===== config.mk =====
export PLATFORM = sky130hd
export DESIGN_NAME = key_search_scheduler
export DESIGN_NICKNAME = d
export VERILOG_FILES = /design/src/rtl/key_search_scheduler.sv
export SDC_FILE = /design/constraint.sdc
export NUM_CORES = 1
export LEC_CHECK = 0
export ABC_CLOCK_PERIOD_IN_PS = 3800
export BUFFER_PORTS_ARGS = -buffer_cell sky130_fd_sc_hd__buf_4
export CORE_AREA = 2 2 129 131
export DETAILED_ROUTE_END_ITERATION = 10
export DIE_AREA = 0 0 131 133
export PLACE_DENSITY = 0.63
export SLEW_MARGIN = 20
export SYNTH_ARGS = -nofsm -noshare
export SYNTH_HDL_FRONTEND = slang
export SYNTH_SLANG_ARGS = --single-unit
export TNS_END_PERCENT = 1

===== constraint.sdc =====
create_clock -name clk -period 3.8 [get_ports clk]
set_input_delay 0.19 -clock clk [delete_from_list [all_inputs] [get_ports clk]]
set_output_delay 0.19 -clock clk [all_outputs]
set_load 0.1 [all_outputs]

===== src/rtl/key_search_scheduler.sv =====
// Scheduler for a parallel RC4 key search: slices the key space across NUM_CORES cores,
// launches them together and latches the first found key. Optional cycle counter: SEARCH_CYCLE_COUNT_EN.
module key_search_scheduler #(
  parameter int                   NUM_CORES  = 4,
  parameter int                   KEY_WIDTH  = 24,
  parameter logic [KEY_WIDTH-1:0] KEY_MAX    = 24'h3FFFFF,
  parameter int                   CLR_CYCLES = 2,
  parameter int                   IDX_W      = (NUM_CORES > 1) ? $clog2(NUM_CORES) : 1
) (
  input  logic                           clk,
  input  logic                           reset_n,
  input  logic                           start,
  output logic                           core_reset_n,
  output logic [NUM_CORES-1:0]           core_start,
  output logic [NUM_CORES*KEY_WIDTH-1:0] core_start_value,
  output logic [NUM_CORES*KEY_WIDTH-1:0] core_end_value,
  input  logic [NUM_CORES-1:0]           core_done,
  input  logic [NUM_CORES-1:0]           core_found,
  input  logic [NUM_CORES*KEY_WIDTH-1:0] core_key,
  output logic                           busy,
  output logic                           done,
  output logic                           found,
  output logic [KEY_WIDTH-1:0]           found_key,
  output logic [IDX_W-1:0]               found_core
`ifdef SEARCH_CYCLE_COUNT_EN
  ,output logic [31:0]                   elapsed_cycles
`endif
);

  localparam int LOG2_N = (NUM_CORES > 1) ? $clog2(NUM_CORES) : 0;
  localparam int CNT_W  = $clog2(CLR_CYCLES + 1);
  localparam logic [KEY_WIDTH:0] SLICE = ({1'b0, KEY_MAX} + 1'b1) >> LOG2_N;

  typedef enum logic [2:0] {IDLE, CLEAR, LAUNCH, RUN, HALT, DONE} state_t;

  state_t               r_state, w_state_next;
  logic [CNT_W-1:0]     r_clr_cnt;
  logic                 r_found;
  logic [KEY_WIDTH-1:0] r_found_key;
  logic [IDX_W-1:0]     r_found_core;
  logic                 w_accept, w_take_hit, w_take_none;
  logic                 w_any_hit;
  logic [IDX_W-1:0]     w_hit_idx;
  logic [KEY_WIDTH-1:0] w_hit_key;

  genvar gi;
  generate
    for (gi = 0; gi < NUM_CORES; gi++) begin : g_slice
      localparam logic [KEY_WIDTH:0] START_V = (KEY_WIDTH+1)'(SLICE * (KEY_WIDTH+1)'(gi));
      localparam logic [KEY_WIDTH:0] END_V   = START_V + SLICE - 1'b1;
      assign core_start_value[gi*KEY_WIDTH +: KEY_WIDTH] = START_V[KEY_WIDTH-1:0];
      assign core_end_value[gi*KEY_WIDTH +: KEY_WIDTH]   = END_V[KEY_WIDTH-1:0];
    end
  endgenerate

  // Scan from the top down so the lowest-index hit is the one left standing.
  always_comb begin
    w_any_hit = 1'b0;
    w_hit_idx = '0;
    w_hit_key = '0;
    for (int i = NUM_CORES - 1; i >= 0; i--) begin
      if (core_done[i] && core_found[i]) begin
        w_any_hit = 1'b1;
        w_hit_idx = IDX_W'(i);
        w_hit_key = core_key[i*KEY_WIDTH +: KEY_WIDTH];
      end
    end
  end

  always_ff @(posedge clk) begin
    if (!reset_n) r_state <= IDLE;
    else          r_state <= w_state_next;
  end

  always_comb begin
    w_state_next = r_state;
    core_reset_n = 1'b0;
    core_start   = '0;
    busy         = 1'b0;
    done         = 1'b0;
    w_accept     = 1'b0;
    w_take_hit   = 1'b0;
    w_take_none  = 1'b0;
    case (r_state)
      IDLE: begin
        if (start) begin
          w_accept     = 1'b1;
          w_state_next = CLEAR;
        end
      end
      CLEAR: begin
        if (r_clr_cnt == '0) w_state_next = LAUNCH;
      end
      LAUNCH: begin
        core_reset_n = 1'b1;
        core_start   = '1;
        busy         = 1'b1;
        w_state_next = RUN;
      end
      RUN: begin
        core_reset_n = 1'b1;
        busy         = 1'b1;
        if (w_any_hit) begin
          w_take_hit   = 1'b1;
          w_state_next = HALT;
        end else if (&core_done) begin
          w_take_none  = 1'b1;
          w_state_next = HALT;
        end
      end
      HALT: w_state_next = DONE;
      DONE: begin
        done = 1'b1;
        if (start) begin
          done         = 1'b0;
          w_accept     = 1'b1;
          w_state_next = CLEAR;
        end
      end
      default: w_state_next = IDLE;
    endcase
  end

  // Counter is loaded with CLR_CYCLES and launch follows the cycle it reads zero,
  // so cores come out of reset CLR_CYCLES+1 edges after start is taken.
  always_ff @(posedge clk) begin
    if (!reset_n) begin
      r_clr_cnt    <= '0;
      r_found      <= 1'b0;
      r_found_key  <= '0;
      r_found_core <= '0;
    end else begin
      if (w_accept) begin
        r_clr_cnt    <= CNT_W'(CLR_CYCLES);
        r_found      <= 1'b0;
        r_found_key  <= '0;
        r_found_core <= '0;
      end else if (r_state == CLEAR && r_clr_cnt != '0) begin
        r_clr_cnt <= r_clr_cnt - 1'b1;
      end
      if (w_take_hit) begin
        r_found      <= 1'b1;
        r_found_key  <= w_hit_key;
        r_found_core <= w_hit_idx;
      end else if (w_take_none) begin
        r_found     <= 1'b0;
        r_found_key <= '0;
      end
    end
  end

  assign found      = r_found;
  assign found_key  = r_found_key;
  assign found_core = r_found_core;

`ifdef SEARCH_CYCLE_COUNT_EN
  logic [31:0] r_elapsed;
  always_ff @(posedge clk) begin
    if (!reset_n) begin
      r_elapsed <= '0;
    end else if (w_state_next == LAUNCH && r_state != LAUNCH) begin
      r_elapsed <= '0;
    end else if (r_state == RUN && r_elapsed != 32'hFFFF_FFFF) begin
      r_elapsed <= r_elapsed + 1'b1;
    end
  end
  assign elapsed_cycles = r_elapsed;
`endif

endmodule

# Word-level counts from Yosys, hierarchy flattened

Cells that the tools add are included.

Latch bits: 0
Memory bits (read-only): 0
Output and inout bits: 226
Memories kept: 0
Register bits: 32
Input bits: 107
Logic and storage cells: 70
Memory bits (writable): 0

Div/mod/pow operators: 0
Multiplexer cells: 38
Bitwise logic cells: 1
Equal/unequal tests: 8
Magnitude comparators: 0
Reduce and logical (&&, ||, !) cells: 16
Shifts and indexed selects: 0
Add/subtract/negate cells: 1
Multiply operators: 0

Operator list:

| kind                                                                    | count |
|---|---|
| 24-bit 2-to-1 mux                                                       | 7 |
| 1-bit 2-to-1 mux                                                        | 17 |
| 2-bit 2-to-1 mux                                                        | 8 |
| 3-bit one-hot mux with 5 select lines                                   | 1 |
| 3-bit 2-to-1 mux                                                        | 4 |
| 3-bit by 2-bit == test with 1-bit output, second input constant         | 2 |
| 3-bit == test, second input constant                                    | 2 |
| 2-bit nonzero test                                                      | 3 |
| 2-bit OR reduction                                                      | 3 |
| 1-bit logical AND                                                       | 5 |
| 4-bit 2-to-1 mux                                                        | 1 |
| 4-bit AND reduction                                                     | 1 |
| 3-bit by 1-bit == test with 1-bit output, second input constant         | 1 |
| 3-bit zero test                                                         | 1 |
| 3-bit inequality test, second input constant                            | 1 |
| 3-bit AND reduction                                                     | 1 |
| 3-bit nonzero test                                                      | 1 |
| 2-bit zero test                                                         | 1 |
| 2-bit by 1-bit inequality test with 1-bit output, second input constant | 1 |
| 2-bit inequality test, second input constant                            | 1 |
| 2-bit by 1-bit subtractor with 2-bit output, second input constant      | 1 |
| 1-bit NOT                                                               | 1 |

# Logic depth before layout (Yosys ltp)

Gate-level depths: netlist (run 1).

Word-level depth: 9
Gate-level depth with buffers: 7
Gate-level depth less buffers: 6

# Worst setup path after synthesis (run 1)

No wires, ideal clock.

Path type: flip-flop to output port
Start point: register r_state[2]
End point: output done
Data arrival time: 3.619 ns
Path slack: -0.009 ns
Path buffers: 1
Cell stages (with the launch flop): 4
Data required time: 3.610 ns
Cells stage by stage: dfxtp_1 buf_6 inv_1 nor4b_1

Longest elaborated chain between the ends: 2

Ends and longest elaborated chain:

| item                   | RTL line | RTL |
|---|---|---|
| start, declared        | 36       | `state_t r_state, w_state_next;` |
| start signal, assigned | 72       | `else r_state <= w_state_next;` |
| 3-bit == test          | 84       | `case (r_state)` |
| 1-bit 2-to-1 mux       | 84       |  |
| end, declared          | 21       | `output logic done,` |

No other way between the ends.

# Worst setup path in the final report (run 1)

Start point: register r_state[1]
End point: register r_found (netlist: found)

Longest elaborated chain between the ends: 4
Elaborated cells on any way between the ends: 10
Those cells by class: eq/ne: 2; mux: 5; reduce/logical: 3

Ends and longest elaborated chain:

| item                                                                    | RTL line | RTL |
|---|---|---|
| 3-bit == test, or another cell as far along                             | 84       |  |
| 2-bit OR reduction (no source line) or 1-bit 2-to-1 mux (tied branches) | n/a      |  |
| 1-bit 2-to-1 mux, on equally long branches                              | n/a      |  |
| 3-bit nonzero test (no source line) or 1-bit 2-to-1 mux (tied branches) | n/a      |  |
| end signal, assigned                                                    | 129      | `r_found <= 1'b0;` |
| end signal, assigned                                                    | 135      | `r_found <= 1'b0;` |
| end signal, assigned                                                    | 142      | `r_found <= 1'b1;` |
| end, declared                                                           | 38       | `logic r_found;` |

Several ways; a longest one is shown, not always the timed one.
A chain may end at the register's enable or synchronous reset.

==> results of run 1 <==
-- registers in the layout, summed over array words and instances (netlist names) --
signal	flops
r_clr_cnt	2
found_key	24
found	1
found_core	2
r_state	3
-- cell type report --
| cell class | count | area [um2] | area share, % |
|---|---|---|---|
| inverters | 5 | 18.77 | 0.4530 |
| well taps | 220 | 275.3 | 6.645 |
| multi-input cells | 339 | 1996 | 48.17 |
| clock buffers | 8 | 146.4 | 3.534 |
| flip-flops and latches | 32 | 640.6 | 15.46 |
| repair buffers | 142 | 1066 | 25.73 |
-- per-stage QoR --
step	setup slack [ns]	hold WS (ns)
after floorplan	0.2987	0.3283
after global placement	1.607	0.4519
after detailed placement	1.611	0.4557
after CTS	1.576	0.1936
after global routing	1.429	0.2025
final	1.603	0.1984
-- cells in the mapped netlist, types with 3 or more instances --
cell type | instances | area (um2)
buf_4 | 199 | 1494
and2_1 | 3 | 18.77
inv_1 | 5 | 18.77
buf_6 | 3 | 33.78
o2bb2ai_1 | 5 | 43.79
dfxtp_1 | 32 | 640.6
clkbuf_1 | 13 | 48.80
buf_2 | 3 | 15.01
o21ai_0 | 7 | 35.03
nand2_1 | 10 | 37.54
o221ai_1 | 24 | 210.2
a311o_1 | 22 | 220.2
nor2_1 | 3 | 11.26
a21oi_1 | 4 | 20.02
and3_1 | 22 | 137.6
o2bb2ai_2 | 19 | 285.3
a221oi_1 | 3 | 26.28
-- routing by layer --
metal	wire length (um)	vias up	global-route usage [%]	part of all wire, %
met4	186	0	3.664	2.0
met1	3528	1338	11.39	38
met5	0	-	0	0
met2	4583	223	17.33	49
met3	1000	12	3.073	11
li1	-	1309	-	-
-- cell families (layout without fill, tap and decap cells) --
group	Yosys count	in the layout	share of synthesized area [%]
other	2	192	0.2120
and+or+nand+nor	51	51	8.690
AOI/OAI and AO/OA	93	93	26.28
xor gates and xnor gates	2	2	0.4946
DFF	32	32	18.09
adders and majority gates	1	1	0.3532
buffers and inverters	224	155	45.88
-- power breakdown --
group / total [mW] / internal [mW] / switching, mW
Sequential: 0.368 / 0.351 / 0.0171
Combinational: 1.26 / 0.161 / 1.10
Clock: 0.406 / 0.261 / 0.144
-- final timing paths --
path	startpoint	endpoint	slack (ns)	depth (start not counted)
setup / recovery	r_state[1]$_SDFFE_PN0P_	found$_SDFFE_PN0P_	1.60	4
hold / removal	core_key[94]	found_key[22]$_SDFFE_PN0P_	0.20	3
setup reg to reg	r_state[1]$_SDFFE_PN0P_	found$_SDFFE_PN0P_	1.60	4
hold reg to reg	found_key[1]$_SDFFE_PN0P_	found_key[1]$_SDFFE_PN0P_	0.47	1
-- tightest hold or removal path, stage by stage --
cell and delay [ns]:
buf_4 0.08, a221oi_1 0.07, o2bb2ai_2 0.11
==> results.sh, run 1 <==
export IMPL_ctsResizeCount=0
export IMPL_antenna_cells=0
export IMPL_cp_arrival_ns=2.41
export IMPL_tritoncts="yes"
export IMPL_fill_cells=1782
export IMPL_path_buf_inv=0
export IMPL_grt_antenna_before_repair=0
export IMPL_cap_violations=0
export IMPL_area_growth_syn_to_layout_pct=16.96
export IMPL_clk_latency_ns=0.28
export IMPL_holdBufCountCts=0
export IMPL_p_per_area_nw_per_um2=490.9
export IMPL_drtIter0Drc=102
export IMPL_ys_types=39
export IMPL_final_common_cell="conb_1"
export IMPL_rsz0062_at_grt="no"
export IMPL_synthFlopType="dfxtp_1"
export IMPL_vias=2882
export IMPL_fin_cells=746
export IMPL_io_pins=333
export IMPL_grt_overflow_total=0
export IMPL_slowest_stage="a21oi_4"
export IMPL_synthCells=405
export IMPL_slew_viol_final=0
export IMPL_cp_required_ns=4.02
export IMPL_total_power_mw=2.034
export IMPL_layout_common_cells="192 x conb_1, 142 x buf_4, 32 x dfxtp_1, 24 x o221ai_1"
export IMPL_dpl_hpwl_mm=7.219
export IMPL_crit_path_start_kind="flip-flop"
export IMPL_power_leakage_nw=2.058
export IMPL_async_reset_ff_share_pct=0
export IMPL_wl_per_cell_um=12.47
export IMPL_hold_viol=0
export IMPL_clk_pin_slew_worst_paths_ns=0.05
export IMPL_place_congestion=0.7724
export IMPL_dr_pass1_iters=4
export IMPL_vias_per_cell=3.863
export IMPL_drc=0
export IMPL_status="finished, final reports clean"
export IMPL_drive_gt1_share_pct=33.27
export IMPL_slowest_delay_ns=0.82
export IMPL_finalSetupViolations=0
export IMPL_wl_mm=9.299
export IMPL_grt_start_max_net_pins=27
export IMPL_yosysSeqAreaShare_pct=18.09
export IMPL_syn_avg_cell_area_um2=8.746
export IMPL_relSlewSlack_pct=26.96
export IMPL_max_vdd_ir_drop_mv=0.1898
export IMPL_hold_path_class="input pin to flip-flop"
export IMPL_cts_max_level=2
export IMPL_min_period_ns=2.198
export IMPL_port_buffer_count=140
export IMPL_synth_edff_count=0
export IMPL_cts_made_buffers=5
export IMPL_tns_ns=0
export IMPL_placed_area_um2=3996
export IMPL_grtUsageTotal_pct=9.988
export IMPL_die_area_um2=17420
export IMPL_place_inst=738
export IMPL_cts_sinks=32
export IMPL_criticalPathCategory="flip-flop to flip-flop"
export IMPL_grt_pass1_wl_mm=13.50
export IMPL_period_share_pct=57.83
export IMPL_worst_clock_skew_ns=0.004205
export IMPL_ys_seq_elements=32
export IMPL_worstMarginPinSlew_ns=1.096
export IMPL_start_util_pct=21.90
export IMPL_critical_path_max_fanout=25
export IMPL_finalInstanceArea_um2=4143
export IMPL_nets=633
export IMPL_crit_path_end_kind="flip-flop"
export IMPL_utilization_pct=25.62
export IMPL_clockBufferDepth=2
export IMPL_cts_root_buffer="clkbuf_16"
export IMPL_grt_pass1_vias=2626
export IMPL_ys_warn_count=0
export IMPL_design_core_area_um2=16170
export IMPL_rows=47
export IMPL_crit_family="compound AO/OA/AOI/OAI gates"
export IMPL_ant_nets=0
export IMPL_die_h_um=133
export IMPL_cp_cell_sequence="and3b_1 > nand4_4 > a21oi_4 > a22o_1"
export IMPL_cts_setup_buffers=0
export IMPL_synth_area_um2=3542
export IMPL_fmax_mhz=455.1
export IMPL_dieWidth_um=131
Note: power is estimated with default switching activity, not from simulation.
==> inputs of run 2 (changes only) <==
--- a/config.mk
+++ b/config.mk
@@ -5,7 +5,7 @@
 export SDC_FILE = /design/constraint.sdc
 export NUM_CORES = 1
 export LEC_CHECK = 0
-export ABC_CLOCK_PERIOD_IN_PS = 3800
+export ABC_CLOCK_PERIOD_IN_PS = 2300
 export BUFFER_PORTS_ARGS = -buffer_cell sky130_fd_sc_hd__buf_4
 export CORE_AREA = 2 2 129 131
 export DETAILED_ROUTE_END_ITERATION = 10
==> constraint.sdc (replaced) <==
create_clock -name clk -period 2.3 [get_ports clk]
set_input_delay 0.115 -clock clk [delete_from_list [all_inputs] [get_ports clk]]
set_output_delay 0.115 -clock clk [all_outputs]
set_load 0.1 [all_outputs]
==> run 2 against run 1 <==
Total power up 72%. Cell area up 1.8%. Fmax up 18%. Setup slack worse by 1.2 ns. Register-to-register slack worse by 1.2 ns. Final cell count up 0.67%. Core utilization up 0.47 points. Combinational power up 66%. Die area unchanged. Critical path type unchanged. Highest routed layer unchanged.
==> results.sh, run 2 (synthesis results as in run 1) <==
export IMPL_status="finished, final reports clean"
export IMPL_r2r_start="r_state[1]$_SDFFE_PN0P_"
export IMPL_crit_family="simple AND/OR/NAND/NOR gates"
export IMPL_design_core_area_um2=16170
export IMPL_clk_pin_slew_worst_paths_ns=0.05
export IMPL_hold_slack_ns=0.1197
export IMPL_slew_viol_final=0
export IMPL_place_inst=742
export IMPL_cts_sinks=32
export IMPL_clockBufferDepth=2
export IMPL_cts_setup_buffers=0
export IMPL_final_common_cell="conb_1"
export IMPL_cp_arrival_ns=2.07
export IMPL_cap_violations=0
export IMPL_criticalPathCategory="flip-flop to flip-flop"
export IMPL_grt_start_max_net_pins=27
export IMPL_rows=47
export IMPL_p_per_area_nw_per_um2=830.4
export IMPL_die_area_um2=17420
export IMPL_fill_cells=1772
export IMPL_cp_required_ns=2.51
export IMPL_vias=2852
export IMPL_die_h_um=133
export IMPL_vias_per_cell=3.798
export IMPL_hold_path_class="input pin to flip-flop"
export IMPL_hold_end="r_state[0]$_SDFFE_PN0P_"
export IMPL_io_pins=333
export IMPL_slowest_delay_ns=0.49
export IMPL_slowest_stage="dfxtp_1"
export IMPL_critical_path_max_fanout=25
export IMPL_r2r_cells=5
export IMPL_area_growth_syn_to_layout_pct=19.11
export IMPL_utilization_pct=26.09
export IMPL_hp_start="reset_n"
export IMPL_placed_area_um2=4034
export IMPL_largest_reg_flops=24
export IMPL_grt_overflow_total=0
export IMPL_grt_antenna_before_repair=1
export IMPL_worst_clock_skew_ns=0.003742
export IMPL_drc=0
export IMPL_holdPathStages=3
export IMPL_relSlewSlack_pct=30.42
export IMPL_setup_worst_path_start="r_state[1]$_SDFFE_PN0P_"
export IMPL_dieWidth_um=131
export IMPL_ctsResizeCount=0
export IMPL_crit_path_end_kind="flip-flop"
export IMPL_layout_common_cells="192 x conb_1, 146 x buf_4, 32 x dfxtp_1, 24 x o221ai_1"
export IMPL_holdBufCountCts=0
export IMPL_tns_ns=0
export IMPL_fmax_mhz=536.0
export IMPL_crit_path_start_kind="flip-flop"
export IMPL_drive_gt1_share_pct=34.53
export IMPL_hold_viol=0
export IMPL_period_share_pct=81.11
export IMPL_multi_input_area_um2=2003
export IMPL_wl_per_cell_um=12.29
export IMPL_port_buffer_count=140
export IMPL_cts_made_buffers=5
export IMPL_wl_mm=9.227
export IMPL_start_util_pct=21.90
export IMPL_finalSetupViolations=0
export IMPL_cts_max_level=2
export IMPL_ant_nets=0
export IMPL_min_period_ns=1.866
export IMPL_place_congestion=0.7837
export IMPL_clk_latency_ns=0.27
export IMPL_grtUsageTotal_pct=9.791
export IMPL_fin_cells=751
export IMPL_nets=637
export IMPL_pre_cts_ws_ns=0.4377
export IMPL_worstMarginPinSlew_ns=1.044
export IMPL_rsz0062_at_grt="no"
export IMPL_register_area_um2=640.6
export IMPL_cts_root_buffer="clkbuf_16"
export IMPL_grt_pass1_vias=2562
export IMPL_finalInstanceArea_um2=4219
export IMPL_grt_pass1_wl_mm=13.26
export IMPL_dpl_hpwl_mm=7.274
export IMPL_max_vdd_ir_drop_mv=0.2993
export IMPL_total_power_mw=3.504
export IMPL_dr_pass1_iters=4
export IMPL_power_leakage_nw=2.097
export IMPL_worstReg2RegEnd="found_key[1]$_SDFFE_PN0P_"
export IMPL_path_buf_inv=1
export IMPL_tritoncts="yes"
export IMPL_drtIter0Drc=118
export IMPL_r2r_slack_ns=0.43
export IMPL_finalWorstSetupSlack_ns=0.4345
export IMPL_cp_cell_sequence="and3b_1 > nand4_4 > a21oi_4 > buf_4 > o2bb2ai_1"
-- run 2: cell types whose count changed in the layout (fill, tap and decap cells not counted), sizes merged --
| cell | change |
|---|---|
| clkbuf | -1 |
| buf | +4 |
| diode | +1 |
| bufinv | +1 |
-- run 2: how the worst max path moves through the flow --
stage | to | slack, ns | cells after the start
final | found_key[1]$_SDFFE_PN0P_ | 0.43 | 5
after global routing | found_key[1]$_SDFFE_PN0P_ | 0.25 | 5
after CTS | found$_SDFFE_PN0P_ | 0.42 | 5
after detailed placement | found_key[3]$_SDFFE_PN0P_ | 0.44 | 5
after global placement | found$_SDFFE_PN0P_ | 0.48 | 5
after floorplan | core_start[1] | -0.13 | 4
-- run 2: layout make-up --
cell class | count | share of cell area [%]
Tap cell | 220 | 6.524
Clock inverter | 1 | 0.7117
Antenna cell | 1 | 0.05931
Multi-Input combinational cell | 339 | 47.48
Timing Repair Buffer | 146 | 25.98
Sequential cell | 32 | 15.18
Clock buffer | 7 | 3.618
Inverter | 5 | 0.4448
-- run 2: worst min-delay path: stages --
cell and delay, ns:
buf_4 0.13, o21ai_0 0.07, a31oi_1 0.04
-- run 2: power breakdown --
group          switching [mW]  internal (mW)
logic                    1.81          0.274
registers              0.0296          0.580
clock network           0.238          0.570
-- run 2: layer usage --
layer  GRT usage, %  up-vias  share of wire [%]
li1               -     1324                  -
met1          11.03     1295                 37
met2          16.90      217                 49
met3          2.831       16                 11
met4          4.374        0                2.9
met5              0        -                  0
==> inputs of run 3 (changes only) <==
--- a/config.mk
+++ b/config.mk
@@ -5,12 +5,13 @@
 export SDC_FILE = /design/constraint.sdc
 export NUM_CORES = 1
 export LEC_CHECK = 0
-export ABC_CLOCK_PERIOD_IN_PS = 2300
+export ABC_AREA = 1
+export ABC_CLOCK_PERIOD_IN_PS = 1600
 export BUFFER_PORTS_ARGS = -buffer_cell sky130_fd_sc_hd__buf_4
 export CORE_AREA = 2 2 129 131
 export DETAILED_ROUTE_END_ITERATION = 10
 export DIE_AREA = 0 0 131 133
-export PLACE_DENSITY = 0.63
+export PLACE_DENSITY = 0.66
 export SLEW_MARGIN = 20
 export SYNTH_ARGS = -nofsm -noshare
 export SYNTH_HDL_FRONTEND = slang
==> constraint.sdc (replaced) <==
create_clock -name clk -period 1.6 [get_ports clk]
set_input_delay 0.08 -clock clk [delete_from_list [all_inputs] [get_ports clk]]
set_output_delay 0.08 -clock clk [all_outputs]
set_load 0.1 [all_outputs]
==> run 3 against run 2 <==
Cell area is 5.7% higher. Wire length is 32% higher. Die area stayed put. Sequential power is 49% higher. Sequential share of layout area is 0.79 points lower. Final cell count is 19% higher. Synthesized area is 5.5% higher. Clock power is 47% higher. Non-clock buffer count is 9 higher.
==> results.sh, run 3 <==
export IMPL_grt_overflow_total=0
export IMPL_worst_clock_skew_ns=0.002721
export IMPL_p_per_area_nw_per_um2=1262
export IMPL_finalWorstSetupSlack_ns=0.08207
export IMPL_area_growth_syn_to_layout_pct=19.39
export IMPL_wl_mm=12.22
export IMPL_syn_avg_cell_area_um2=6.855
export IMPL_min_period_ns=1.518
export IMPL_drtIter0Drc=129
export IMPL_final_common_cell="conb_1"
export IMPL_status="finished, final reports clean"
export IMPL_synth_area_um2=3736
export IMPL_synthFlopType="dfxtp_1"
export IMPL_ys_seq_elements=32
export IMPL_synth_edff_count=0
export IMPL_criticalPathCategory="flip-flop to primary output"
export IMPL_r2r_cells=5
export IMPL_clockBufferDepth=2
export IMPL_yosysSeqAreaShare_pct=17.15
export IMPL_vias=3451
export IMPL_cts_max_level=2
export IMPL_r2r_slack_ns=0.12
export IMPL_comb_power_share_pct=62.7
export IMPL_seq_power_share_pct=16.2
export IMPL_power_share_clock_pct=21.2
export IMPL_antenna_cells=0
export IMPL_fmax_mhz=658.8
export IMPL_holdBufCountCts=0
export IMPL_clk_latency_ns=0.27
export IMPL_design_core_area_um2=16170
export IMPL_worstMarginPinSlew_ns=0.6140
export IMPL_max_vdd_ir_drop_mv=0.5761
export IMPL_ys_types=26
export IMPL_p_int_mw=2.158
export IMPL_cp_required_ns=1.52
export IMPL_layout_common_cells="192 x conb_1, 154 x buf_4, 105 x a21oi_1, 64 x nand2_1, 33 x nor2_1"
export IMPL_slowest_delay_ns=0.37
export IMPL_synthCells=545
export IMPL_hold_end="r_state[1]$_SDFFE_PN0P_"
export IMPL_switching_share_pct=61.66
export IMPL_nets=782
export IMPL_cp_cell_sequence="nor2_1 > nand2_1 > inv_1 > buf_4"
export IMPL_hold_viol=0
export IMPL_cts_root_buffer="clkbuf_16"
export IMPL_place_congestion=0.7156
export IMPL_period_share_pct=94.87
export IMPL_ant_nets=0
export IMPL_grt_antenna_before_repair=0
export IMPL_cts_made_buffers=5
export IMPL_vias_per_cell=3.856
export IMPL_wl_per_cell_um=13.65
export IMPL_drive_gt1_share_pct=26.81
export IMPL_ys_warn_count=0
export IMPL_dpl_hpwl_mm=9.284
export IMPL_synth_most_common_cell="buf_4"
export IMPL_dieWidth_um=131
export IMPL_pre_cts_ws_ns=-0.005070
export IMPL_critical_path_max_fanout=6
export IMPL_grt_pass1_vias=2993
export IMPL_holdPathStages=3
export IMPL_dr_pass1_iters=5
export IMPL_r2r_start="r_state[0]$_SDFFE_PN0P_"
export IMPL_synthTopCellsByCount="203 x buf_4, 105 x a21oi_1, 65 x nand2_1, 34 x nor2_1, 32 x dfxtp_1"
export IMPL_yosysTopAreaCellShare_pct=40.79
export IMPL_start_util_pct=23.10
export IMPL_grt_pass1_wl_mm=16.39
export IMPL_relSlewSlack_pct=59.01
export IMPL_cts_setup_buffers=0
export IMPL_die_h_um=133
export IMPL_grtUsageTotal_pct=12.66
export IMPL_tns_ns=0
export IMPL_hp_start="reset_n"
export IMPL_rows=47
export IMPL_slew_viol_final=0
export IMPL_power_leakage_nw=2.260
export IMPL_rsz0062_at_grt="yes"
export IMPL_crit_path_start_kind="flip-flop"
export IMPL_tritoncts="yes"
export IMPL_io_pins=333
export IMPL_synthTopCellsByArea="buf_4 41%, dfxtp_1 17%, a21oi_1 14%, nand2_1 6.5%, nand4_1 4.2%"
export IMPL_port_buffer_count=140
export IMPL_worstReg2RegEnd="found$_SDFFE_PN0P_"
export IMPL_grt_start_max_net_pins=26
export IMPL_die_area_um2=17420
export IMPL_cap_violations=0
export IMPL_largest_reg_flops=24
export IMPL_fill_cells=1824
export IMPL_drc=0
export IMPL_crit_path_end_kind="primary output"
export IMPL_cp_arrival_ns=1.44
export IMPL_slowest_stage="dfxtp_1"
export IMPL_cts_sinks=32
export IMPL_finalSetupViolations=0
export IMPL_clk_pin_slew_worst_paths_ns=0.05
export IMPL_net_switching_power_mw=3.470
export IMPL_synth_top_area_cell="buf_4"
export IMPL_hold_path_class="input pin to flip-flop"
export IMPL_async_reset_ff_share_pct=0
==> run 3: cells by family (layout without fill, tap and decap cells) <==
group / after synthesis / after routing / share of synthesized area, %
XOR/XNOR: 1 / 1 / 0.2345
adder cells (fa/ha/maj): 1 / 1 / 0.3348
AND/OR/NAND/NOR: 163 / 164 / 21.57
buffers and inverters: 237 / 176 / 45.45
AO/OA/AOI/OAI: 109 / 109 / 15.07
other: 2 / 192 / 0.2010
flip-flops: 32 / 32 / 17.15
==> run 3: how the worst max path moves through the flow <==
stage | start | end | slack, ns | cells past startpoint
finish | r_state[0]$_SDFFE_PN0P_ | core_start[0] | 0.08 | 4
global route | r_state[0]$_SDFFE_PN0P_ | core_start[2] | -0.04 | 4
CTS | r_state[0]$_SDFFE_PN0P_ | found$_SDFFE_PN0P_ | -0.009 | 5
detailed placement | r_state[0]$_SDFFE_PN0P_ | found$_SDFFE_PN0P_ | -0.005 | 5
global placement | r_state[0]$_SDFFE_PN0P_ | found$_SDFFE_PN0P_ | -0.004 | 5
floorplan | r_state[0]$_SDFFE_PN0P_ | core_start[1] | -0.16 | 4
==> run 3: critical path: cells and delay by family (launching register included) <==
kind,cells,cell delay (ns)
and+or+nand+nor,2,0.35
buffers and inverters,2,0.45
DFF,1,0.37
==> run 3: what timing repair did <==
action                                  CTS  global route
gates cloned                              0             1
gates resized for setup                   0             3
endpoints found under the setup margin    1            29
pin swaps                                 0             0
==> run 3: final cells by class <==
| cell class | count | area [um2] | area share [%] |
|---|---|---|---|
| multi-input combinational | 467 | 2133 | 47.83 |
| timing repair buffer | 155 | 1176 | 26.37 |
| clock inverter | 1 | 30.03 | 0.6732 |
| inverter | 13 | 51.30 | 1.150 |
| sequential | 32 | 641.9 | 14.39 |
| tap | 220 | 275.3 | 6.171 |
| clock buffer | 7 | 152.6 | 3.422 |
==> run 3: metal layers <==
layer  up-vias  global-route usage, %  wire, um
met4         0                  2.955       259
met1      1575                  13.98      4532
met2       193                  23.37      6268
met3        10                  3.801      1156
li1       1673                      -         -
met5         -                      0         0
==> run 3: power by group through the flow <==
stage                     Sequential [mW]  Clock [mW]  Combinational [mW]
after global routing                0.918        1.26                3.68
after detailed placement            0.925           0                3.52
after CTS                           0.908        1.23                3.53
after global placement              0.922           0                3.51
final                               0.909        1.19                3.53
after floorplan                      1.09           0                3.25
==> run 3: through the flow <==
stage,hold WS [ns],util [%],power (mW),cells,cell area (um2)
CTS,0.02269,27.45,5.661,894,4439
finish,0.02439,27.58,5.629,895,4461
detailed placement,0.3078,26.32,4.448,886,4257
global placement,0.2990,26.32,4.433,886,4257
floorplan,0.1776,-,4.346,735,4454
global route,0.02785,27.58,5.857,895,4461
